File: config.mk
export PLATFORM = sky130hd
export DESIGN_NAME = lcd_nibble_ctrl
export DESIGN_NICKNAME = d
export VERILOG_FILES = /design/src/rtl/lcd_nibble_ctrl.sv
export SDC_FILE = /design/constraint.sdc
export NUM_CORES = 1
export LEC_CHECK = 0
export BUFFER_PORTS_ARGS = -buffer_cell sky130_fd_sc_hd__buf_4
export CORE_ASPECT_RATIO = 0.75
export CORE_MARGIN = 2
export CORE_UTILIZATION = 47
export CTS_CLUSTER_SIZE = 30
export DETAILED_ROUTE_END_ITERATION = 10
export GPL_TIMING_DRIVEN = 1
export HOLD_SLACK_MARGIN = 0.06
export PLACE_DENSITY_LB_ADDON = 0.08
export REMOVE_ABC_BUFFERS = 1
export SLEW_MARGIN = 5
export SYNTH_ARGS = -nofsm -noshare
export SYNTH_HDL_FRONTEND = slang
export SYNTH_SLANG_ARGS = --single-unit
File: constraint.sdc
create_clock -name CLK -period 3.05 [get_ports CLK]
set_clock_uncertainty 0.15 [all_clocks]
set_input_delay 0.4575 -clock CLK [delete_from_list [all_inputs] [get_ports CLK]]
set_output_delay 0.4575 -clock CLK [all_outputs]
set_load 0.01 [all_outputs]
File: src/rtl/lcd_nibble_ctrl.sv
// ---------------------------------------------------------------------------
// lcd_nibble_ctrl
//
// HD44780-style character-LCD engine for a 7-pin 4-bit LCD header. It drives
// the per-pin O/T signals of the LCD_GPIO IOBUF bank directly.
//
// After reset the block waits for the LCD to power up. It then sends the
// 4-bit entry sequence (nibbles 3, 3, 3, 2), each nibble followed by a fixed
// wait. Once this is done the block accepts whole command/data bytes over a
// valid/ready port. Each byte is sent as a high nibble and then a low nibble.
// The block then honours the controller's execution time before it accepts
// the next byte. Function-set, display-on and similar setup are left to
// software.
//
// Nibble phase, shared by every nibble written or read:
//   setup  : RS/RW/DB presented, E = 0      (T_SETUP_CYC cycles)
//   high   : E = 1                          (T_E_HIGH_CYC cycles)
//   low    : E = 0, RS/RW/DB held           (T_E_LOW_CYC cycles)
//
// Optional feature, macro LCD_BUSY_POLL_EN:
//   defined   - after each byte the block polls the busy flag instead of
//               using a fixed delay. Each read is two nibble phases with
//               DB released (lcd_tri_t[3:0] = F), RW = 1 and RS = 0. DB7 is
//               sampled on the last E-high cycle of the first phase. Polling
//               gives up after T_CLEAR_CYC cycles. The init waits stay fixed.
//   undefined - fixed delays only. lcd_tri_t is constant 0, RW is constant 0
//               and lcd_tri_i is ignored.
//
// Ports:
//   CLK        in   1  block clock
//   RESET_N    in   1  asynchronous active-low reset
//   s_valid    in   1  byte request
//   s_ready    out  1  block can accept a byte (IDLE and init done)
//   s_rs       in   1  0 = command, 1 = data
//   s_data     in   8  byte to write
//   init_done  out  1  power-up sequence complete; stays high until reset
//   busy       out  1  high whenever the engine is not IDLE
//   lcd_tri_o  out  7  pin drive: [3:0] DB4..DB7, [4] RW, [5] RS, [6] E
//   lcd_tri_t  out  7  tristate control, 1 = input
//   lcd_tri_i  in   7  pin sample (busy-flag polling only)
//
// Every delay counter reloads with (T - 1) and counts down to zero, so each
// T_* value is the exact number of cycles spent in that phase. T = 0 is
// illegal. CNT_W must hold the largest T_* value.
// ---------------------------------------------------------------------------
module lcd_nibble_ctrl #(
    parameter int T_POWERUP_CYC   = 1500000,
    parameter int T_INIT_WAIT_CYC = 410000,
    parameter int T_SETUP_CYC     = 8,
    parameter int T_E_HIGH_CYC    = 50,
    parameter int T_E_LOW_CYC     = 50,
    parameter int T_EXEC_CYC      = 4000,
    parameter int T_CLEAR_CYC     = 160000,
    parameter int CNT_W           = 24
) (
    input  logic       CLK,
    input  logic       RESET_N,
    input  logic       s_valid,
    output logic       s_ready,
    input  logic       s_rs,
    input  logic [7:0] s_data,
    output logic       init_done,
    output logic       busy,
    output logic [6:0] lcd_tri_o,
    output logic [6:0] lcd_tri_t,
    input  logic [6:0] lcd_tri_i
);

    typedef enum logic [3:0] {
        ST_PWRUP,
        ST_INIT_NIB,
        ST_INIT_WAIT,
        ST_IDLE,
        ST_NIB_HI,
        ST_NIB_LO,
        ST_EXEC_WAIT,
        ST_RD_HI,
        ST_RD_LO
    } state_t;

    typedef enum logic [1:0] {
        SUB_SETUP,
        SUB_HIGH,
        SUB_LOW
    } sub_t;

    localparam logic [CNT_W-1:0] L_PWRUP     = CNT_W'(T_POWERUP_CYC - 1);
    localparam logic [CNT_W-1:0] L_INIT_WAIT = CNT_W'(T_INIT_WAIT_CYC - 1);
    localparam logic [CNT_W-1:0] L_SETUP     = CNT_W'(T_SETUP_CYC - 1);
    localparam logic [CNT_W-1:0] L_E_HIGH    = CNT_W'(T_E_HIGH_CYC - 1);
    localparam logic [CNT_W-1:0] L_E_LOW     = CNT_W'(T_E_LOW_CYC - 1);
    localparam logic [CNT_W-1:0] L_CLEAR     = CNT_W'(T_CLEAR_CYC - 1);
`ifndef LCD_BUSY_POLL_EN
    localparam logic [CNT_W-1:0] L_EXEC      = CNT_W'(T_EXEC_CYC - 1);
`endif

    // Registered state
    state_t           r_state;
    sub_t             r_sub;
    logic [CNT_W-1:0] r_cnt;
    logic [1:0]       r_init_idx;
    logic             r_init_done;
    logic             r_rs;
    logic [7:0]       r_data;
    logic [6:0]       r_lcd_o;
`ifdef LCD_BUSY_POLL_EN
    logic             r_bf;
    logic [CNT_W-1:0] r_tmo;
    logic [6:0]       r_lcd_t;
`endif

    // Next-state values
    state_t           w_state_next;
    sub_t             w_sub_next;
    logic [CNT_W-1:0] w_cnt_next;
    logic [1:0]       w_init_idx_next;
    logic             w_init_done_next;
    logic             w_rs_next;
    logic [7:0]       w_data_next;
    logic [6:0]       w_lcd_o_next;
    logic             w_phase_done;
    logic             w_cnt_zero;
    logic             w_accept;
`ifdef LCD_BUSY_POLL_EN
    logic             w_bf_next;
    logic [CNT_W-1:0] w_tmo_next;
    logic [6:0]       w_lcd_t_next;
`else
    logic             w_is_clear;
`endif

    // Pin image for a given engine position. It is evaluated on the *next*
    // state and registered, so E and the data lines come straight from flops.
    // They are then glitch-free and line up cycle-for-cycle with the state.
    function automatic logic [6:0] pin_drive(
        input state_t     st,
        input sub_t       sb,
        input logic [1:0] idx,
        input logic       rs,
        input logic [7:0] d
    );
        logic       e;
        logic [6:0] p;
        e = (sb == SUB_HIGH);
        case (st)
            ST_INIT_NIB: p = {e, 1'b0, 1'b0, (idx == 2'd3) ? 4'h2 : 4'h3};
            ST_NIB_HI:   p = {e, rs, 1'b0, d[7:4]};
            ST_NIB_LO:   p = {e, rs, 1'b0, d[3:0]};
`ifdef LCD_BUSY_POLL_EN
            ST_RD_HI,
            ST_RD_LO:    p = {e, 1'b0, 1'b1, 4'h0};
`endif
            default:     p = 7'h00;
        endcase
        return p;
    endfunction

    assign w_cnt_zero = (r_cnt == '0);
    assign s_ready    = (r_state == ST_IDLE) && r_init_done;
    assign w_accept   = s_valid && s_ready;
    assign init_done  = r_init_done;
    assign busy       = (r_state != ST_IDLE);
    assign lcd_tri_o  = r_lcd_o;

`ifdef LCD_BUSY_POLL_EN
    // Only DB7 carries the busy flag; the other pin samples are not needed.
    logic w_unused_tri_i;
    assign w_unused_tri_i = ^{lcd_tri_i[6:4], lcd_tri_i[2:0]};
    assign lcd_tri_t      = r_lcd_t;
`else
    logic w_unused_tri_i;
    assign w_unused_tri_i = ^lcd_tri_i;
    assign lcd_tri_t      = 7'h00;
    // Clear display and return home (0x02 and its alias 0x03) need the long wait.
    assign w_is_clear     = !r_rs && ((r_data == 8'h01) || (r_data == 8'h02) ||
                                      (r_data == 8'h03));
`endif

    // Next-state logic
    always_comb begin
        // NOTE: every variable written here gets a default first, so no path
        // can leave one unassigned and infer a latch.
        w_state_next     = r_state;
        w_sub_next       = r_sub;
        w_cnt_next       = r_cnt;
        w_init_idx_next  = r_init_idx;
        w_init_done_next = r_init_done;
        w_rs_next        = r_rs;
        w_data_next      = r_data;
        w_phase_done     = 1'b0;
`ifdef LCD_BUSY_POLL_EN
        w_bf_next        = r_bf;
        w_tmo_next       = r_tmo;
`endif

        case (r_state)
            // The counter resets to 0, so the power-up wait counts up to
            // (T-1). This gives the same T cycles as a reload would.
            ST_PWRUP: begin
                if (r_cnt == L_PWRUP) begin
                    w_state_next = ST_INIT_NIB;
                    w_sub_next   = SUB_SETUP;
                    w_cnt_next   = L_SETUP;
                end else begin
                    w_cnt_next = r_cnt + CNT_W'(1);
                end
            end

            ST_INIT_NIB,
`ifdef LCD_BUSY_POLL_EN
            ST_RD_HI,
            ST_RD_LO,
`endif
            ST_NIB_HI,
            ST_NIB_LO: begin
                if (!w_cnt_zero) begin
                    w_cnt_next = r_cnt - CNT_W'(1);
                end else begin
                    case (r_sub)
                        SUB_SETUP: begin
                            w_sub_next = SUB_HIGH;
                            w_cnt_next = L_E_HIGH;
                        end
                        SUB_HIGH: begin
                            w_sub_next = SUB_LOW;
                            w_cnt_next = L_E_LOW;
`ifdef LCD_BUSY_POLL_EN
                            // Last E-high cycle of the first read phase: DB7 = BF.
                            if (r_state == ST_RD_HI) begin
                                w_bf_next = lcd_tri_i[3];
                            end
`endif
                        end
                        default: w_phase_done = 1'b1;
                    endcase
                end
            end

            ST_INIT_WAIT: begin
                if (!w_cnt_zero) begin
                    w_cnt_next = r_cnt - CNT_W'(1);
                end else if (r_init_idx == 2'd3) begin
                    w_state_next     = ST_IDLE;
                    w_init_done_next = 1'b1;
                end else begin
                    w_init_idx_next = r_init_idx + 2'd1;
                    w_state_next    = ST_INIT_NIB;
                    w_sub_next      = SUB_SETUP;
                    w_cnt_next      = L_SETUP;
                end
            end

            ST_IDLE: begin
                if (w_accept) begin
                    w_rs_next    = s_rs;
                    w_data_next  = s_data;
                    w_state_next = ST_NIB_HI;
                    w_sub_next   = SUB_SETUP;
                    w_cnt_next   = L_SETUP;
                end
            end

            ST_EXEC_WAIT: begin
                if (!w_cnt_zero) begin
                    w_cnt_next = r_cnt - CNT_W'(1);
                end else begin
                    w_state_next = ST_IDLE;
                end
            end

            default: w_state_next = ST_PWRUP;
        endcase

        // End of a nibble phase: by default the next nibble starts in setup.
        if (w_phase_done) begin
            w_sub_next = SUB_SETUP;
            w_cnt_next = L_SETUP;
            case (r_state)
                ST_INIT_NIB: begin
                    w_state_next = ST_INIT_WAIT;
                    w_cnt_next   = L_INIT_WAIT;
                end
                ST_NIB_HI: w_state_next = ST_NIB_LO;
`ifdef LCD_BUSY_POLL_EN
                ST_NIB_LO: begin
                    w_state_next = ST_RD_HI;
                    w_tmo_next   = L_CLEAR;
                end
                ST_RD_HI: w_state_next = ST_RD_LO;
                ST_RD_LO: w_state_next = r_bf ? ST_RD_HI : ST_IDLE;
`else
                ST_NIB_LO: begin
                    w_state_next = ST_EXEC_WAIT;
                    w_cnt_next   = w_is_clear ? L_CLEAR : L_EXEC;
                end
`endif
                default: ;
            endcase
        end

`ifdef LCD_BUSY_POLL_EN
        // The poll timeout covers the whole polling window. It wins over
        // any read that is still in progress.
        if ((r_state == ST_RD_HI) || (r_state == ST_RD_LO)) begin
            if (r_tmo == '0) begin
                w_state_next = ST_IDLE;
            end else begin
                w_tmo_next = r_tmo - CNT_W'(1);
            end
        end
`endif
    end

    assign w_lcd_o_next = pin_drive(w_state_next, w_sub_next, w_init_idx_next,
                                    w_rs_next, w_data_next);
`ifdef LCD_BUSY_POLL_EN
    assign w_lcd_t_next = ((w_state_next == ST_RD_HI) || (w_state_next == ST_RD_LO))
                          ? 7'h0F : 7'h00;
`endif

    // State register. The asynchronous reset drops E at once and discards
    // any byte in flight. The init sequence then reruns from PWRUP.
    always_ff @(posedge CLK or negedge RESET_N) begin
        if (!RESET_N) begin
            r_state     <= ST_PWRUP;
            r_sub       <= SUB_SETUP;
            r_cnt       <= '0;
            r_init_idx  <= 2'd0;
            r_init_done <= 1'b0;
            r_rs        <= 1'b0;
            r_data      <= 8'h00;
            r_lcd_o     <= 7'h00;
`ifdef LCD_BUSY_POLL_EN
            r_bf        <= 1'b0;
            r_tmo       <= '0;
            r_lcd_t     <= 7'h00;
`endif
        end else begin
            // NOTE: non-blocking assignments here, so every register updates
            // from the same pre-edge values no matter the statement order.
            r_state     <= w_state_next;
            r_sub       <= w_sub_next;
            r_cnt       <= w_cnt_next;
            r_init_idx  <= w_init_idx_next;
            r_init_done <= w_init_done_next;
            r_rs        <= w_rs_next;
            r_data      <= w_data_next;
            r_lcd_o     <= w_lcd_o_next;
`ifdef LCD_BUSY_POLL_EN
            r_bf        <= w_bf_next;
            r_tmo       <= w_tmo_next;
            r_lcd_t     <= w_lcd_t_next;
`endif
        end
    end

endmodule

==> metrics.txt <==
clock sink count=48; outcome=completed; Layout Cells excl Fill=592; Netlist Area Pre-Place=3782 um2; final setup vio count=0; Avg Inst Size Synth=8.462 um2; Detail Route met2 WL=4.611 mm; routability congestion estimate=0.9483; Synth top area share=31.76%; Switching Fraction=41.45%; die span in x=107.6 um; CTS clock-pin slew for the worst setup and hold paths=0.10 ns; Initial Util=48.20%; Design Area, Final=4334 um2; Syn Inst Count=447; pre-CTS setup slack=0.2082 ns; Ports=36; final slew viol count=0; antenna viol nets, final=0; CP startpoint kind=flip-flop; cell-internal power=1.245 mW; Initial DRC Count=422; final hold violations=0; number of synthesized register bits=48; # port buffers=20; synth top area cells=dfrtp_1 32%, nor3_1 3.2%, a21oi_1 3.0%; total grt overflow=0; die area=8789 um2; Via Count=3855; Post-DP Area=4230 um2; Main synth FF type=dfrtp_1; Rows=28; root buffer cell=clkbuf_8; met3 WL=1.249 mm; EDFF count, synth=0; Peak supply drop=0.0003534 V; Final period util=93.97%; Hold EP=r_data[3]$_DFF_PN0_; distinct cell type count of the synthesized netlist=77; share of post-route cells with drive strength above 1=20.74%; Seq pwr share=41.4%; Tightest Pin Transition=0.9361 ns; Syn-to-layout area delta=14.59%; Remaining DRCs=0; sequential area share after synthesis=31.76%; core footprint=7848 um2; f_max=348.9 MHz; required time of the critical path=3.15 ns; Lkg Pwr=1.761 nW; clock power share=19.0%; leading area contributor after synthesis=dfrtp_1; CTS tree=done; NetSw=0.8813 mW; unrepaired setup endpoints after global routing=no; hold path depth=2; Final WS setup=0.1839 ns; diode count=0; total track usage=26.87%; Arr. time, crit path=2.96 ns; clock latency on the worst-skew pair=0.30 ns; kind of critical path=reg -> reg; initial antenna violation count=0; Hold Path Class=in -> reg; final wirelength=11.56 mm; Metal-1 WL=5.606 mm; ys async rst share=100.0%; Comb pwr share=39.7%; setup TNS=0 ns; vias in the first global route=3391; total of max-cap violations=0; fill count=742; largest net degree at the start of global routing=49; Vert. Die Dim=81.69 um; Hold Crit Start=s_data[3]; endpoint class of the critical path=flip-flop; clock period minus worst slack=2.866 ns; worst hold slack=0.2513 ns; Synth Warn #=0; DP Wirelength=8.614 mm; fin nets=509; path depth of the worst reg2reg path=6; H-tree depth=2; highest routed layer=met4; largest fanout on the critical path=10; R2R Setup Slk=0.18 ns; Pwr Density=490.6 nW/um2; Crit. Startpoint=r_cnt[8]$_DFFE_PN0P_; Max Root-Sink Buffers=2; cts bufs inserted=5; first-pass GRT wire length=18.34 mm; placed instance count=583; drt first pass iters=5; Avg WL per Cell=19.53 um; r2r endpoint=r_cnt[11]$_DFFE_PN0P_; Rel. slew slack=36.91%; RR Startpoint=r_cnt[8]$_DFFE_PN0P_; post-CTS setup buffers=0; Via-to-Cell Ratio=6.512
-- logic make-up (layout without fill, tap and decap cells) --
kind of cell    count (synthesis)  after routing  synth area share [%]
other cells                     1              9               0.09914
compound gates                137            137                 27.03
buf+inv                        60             92                 7.443
flops                          48             48                 31.76
xor+xnor                       11             11                 2.547
simple gates                  174            174                 26.33
fa+ha+maj                       4              4                 1.323
mux                            12             12                 3.473
-- cells in the mapped netlist (all sizes together), types with 6 or more instances --
master and n:
nor2 30, or4 7, nor3 26, clkbuf 27, o21a 7, nand4 11, and3 6, xnor2 7
nand3b 7, a21oi 25, a31oi 10, mux2 9, o21ai 22, inv 18, buf 15, dfrtp 48
or3 12, nand2 22, nor4 10, nand3 22, a32oi 8
-- layout make-up --
cell class | instances | area (um2) | share of cell area [%]
Tap cell | 105 | 131.4 | 3.031
Clock buffer | 6 | 72.57 | 1.674
Multi-Input combinational cell | 347 | 2335 | 53.87
Sequential cell | 48 | 1201 | 27.71
Timing Repair Buffer | 66 | 510.5 | 11.78
Clock inverter | 2 | 16.27 | 0.3753
Inverter | 18 | 67.56 | 1.559
-- metal layers --
layer / up-vias / GRT usage, %
met4: 0 / 4.487
met1: 1845 / 43.50
met3: 12 / 4.683
met5: - / 0
li1: 1776 / -
met2: 222 / 36.86
-- critical path, cell delays in order (launching register included) --
cell	delay [ns]
dfrtp_1	0.39
or4_4	0.57
or3_1	0.60
or3_1	0.59
o21a_1	0.26
o311ai_1	0.09
o21a_1	0.16
-- power groups by stage --
stage               clock network (mW)  logic [mW]  registers [mW]
floorplan                            0       0.460           0.915
finish                           0.403       0.844           0.879
detailed placement                   0       0.821           0.882
global placement                     0       0.807           0.883
global route                     0.443       0.925           0.896
CTS                              0.421       0.823           0.871
-- sequential cells by signal, summed over array words and instances (netlist names) --
| register | count |
|---|---|
| r_state | 4 |
| r_sub | 2 |
| r_data | 8 |
| init_done | 1 |
| r_init_idx | 2 |
| lcd_tri_o | 6 |
| r_rs | 1 |
| r_cnt | 24 |
-- timing repair --
| action | CTS | global route |
|---|---|---|
| gates resized for setup | 0 | 1 |
| setup endpoints to repair | 0 | 1 |
| endpoints found under the hold margin | 48 | 0 |
| hold buffers | 1 | 0 |
-- through the flow --
step	utilization, %	power, mW
3_3_place_gp	53.91	1.691
3_5_place_dp	53.91	1.703
5_1_grt	55.23	2.264
2_1_floorplan	-	1.375
6_report	55.23	2.126
4_1_cts	55.17	2.116
-- worst max path at each step --
stage | slack, ns | to
floorplan | 0.14 | r_cnt[3]$_DFFE_PN0P_
global placement | 0.23 | r_cnt[20]$_DFFE_PN0P_
detailed placement | 0.21 | r_cnt[20]$_DFFE_PN0P_
CTS | 0.20 | r_cnt[11]$_DFFE_PN0P_
global route | 0.07 | r_cnt[11]$_DFFE_PN0P_
finish | 0.18 | r_cnt[11]$_DFFE_PN0P_
-- cell usage in the layout (no fill, tap or decap), types with 11 or more instances in the layout --
master,netlist,routed
nand2_1,22,22
nor2_1,29,29
o21ai_0,20,20
nand4_1,11,11
or3_1,12,12
a21oi_1,23,23
buf_4,8,64
inv_1,18,18
dfrtp_1,48,48
nor3_1,24,23
nand3_1,22,22
Note: power is estimated with default switching activity, not from simulation.
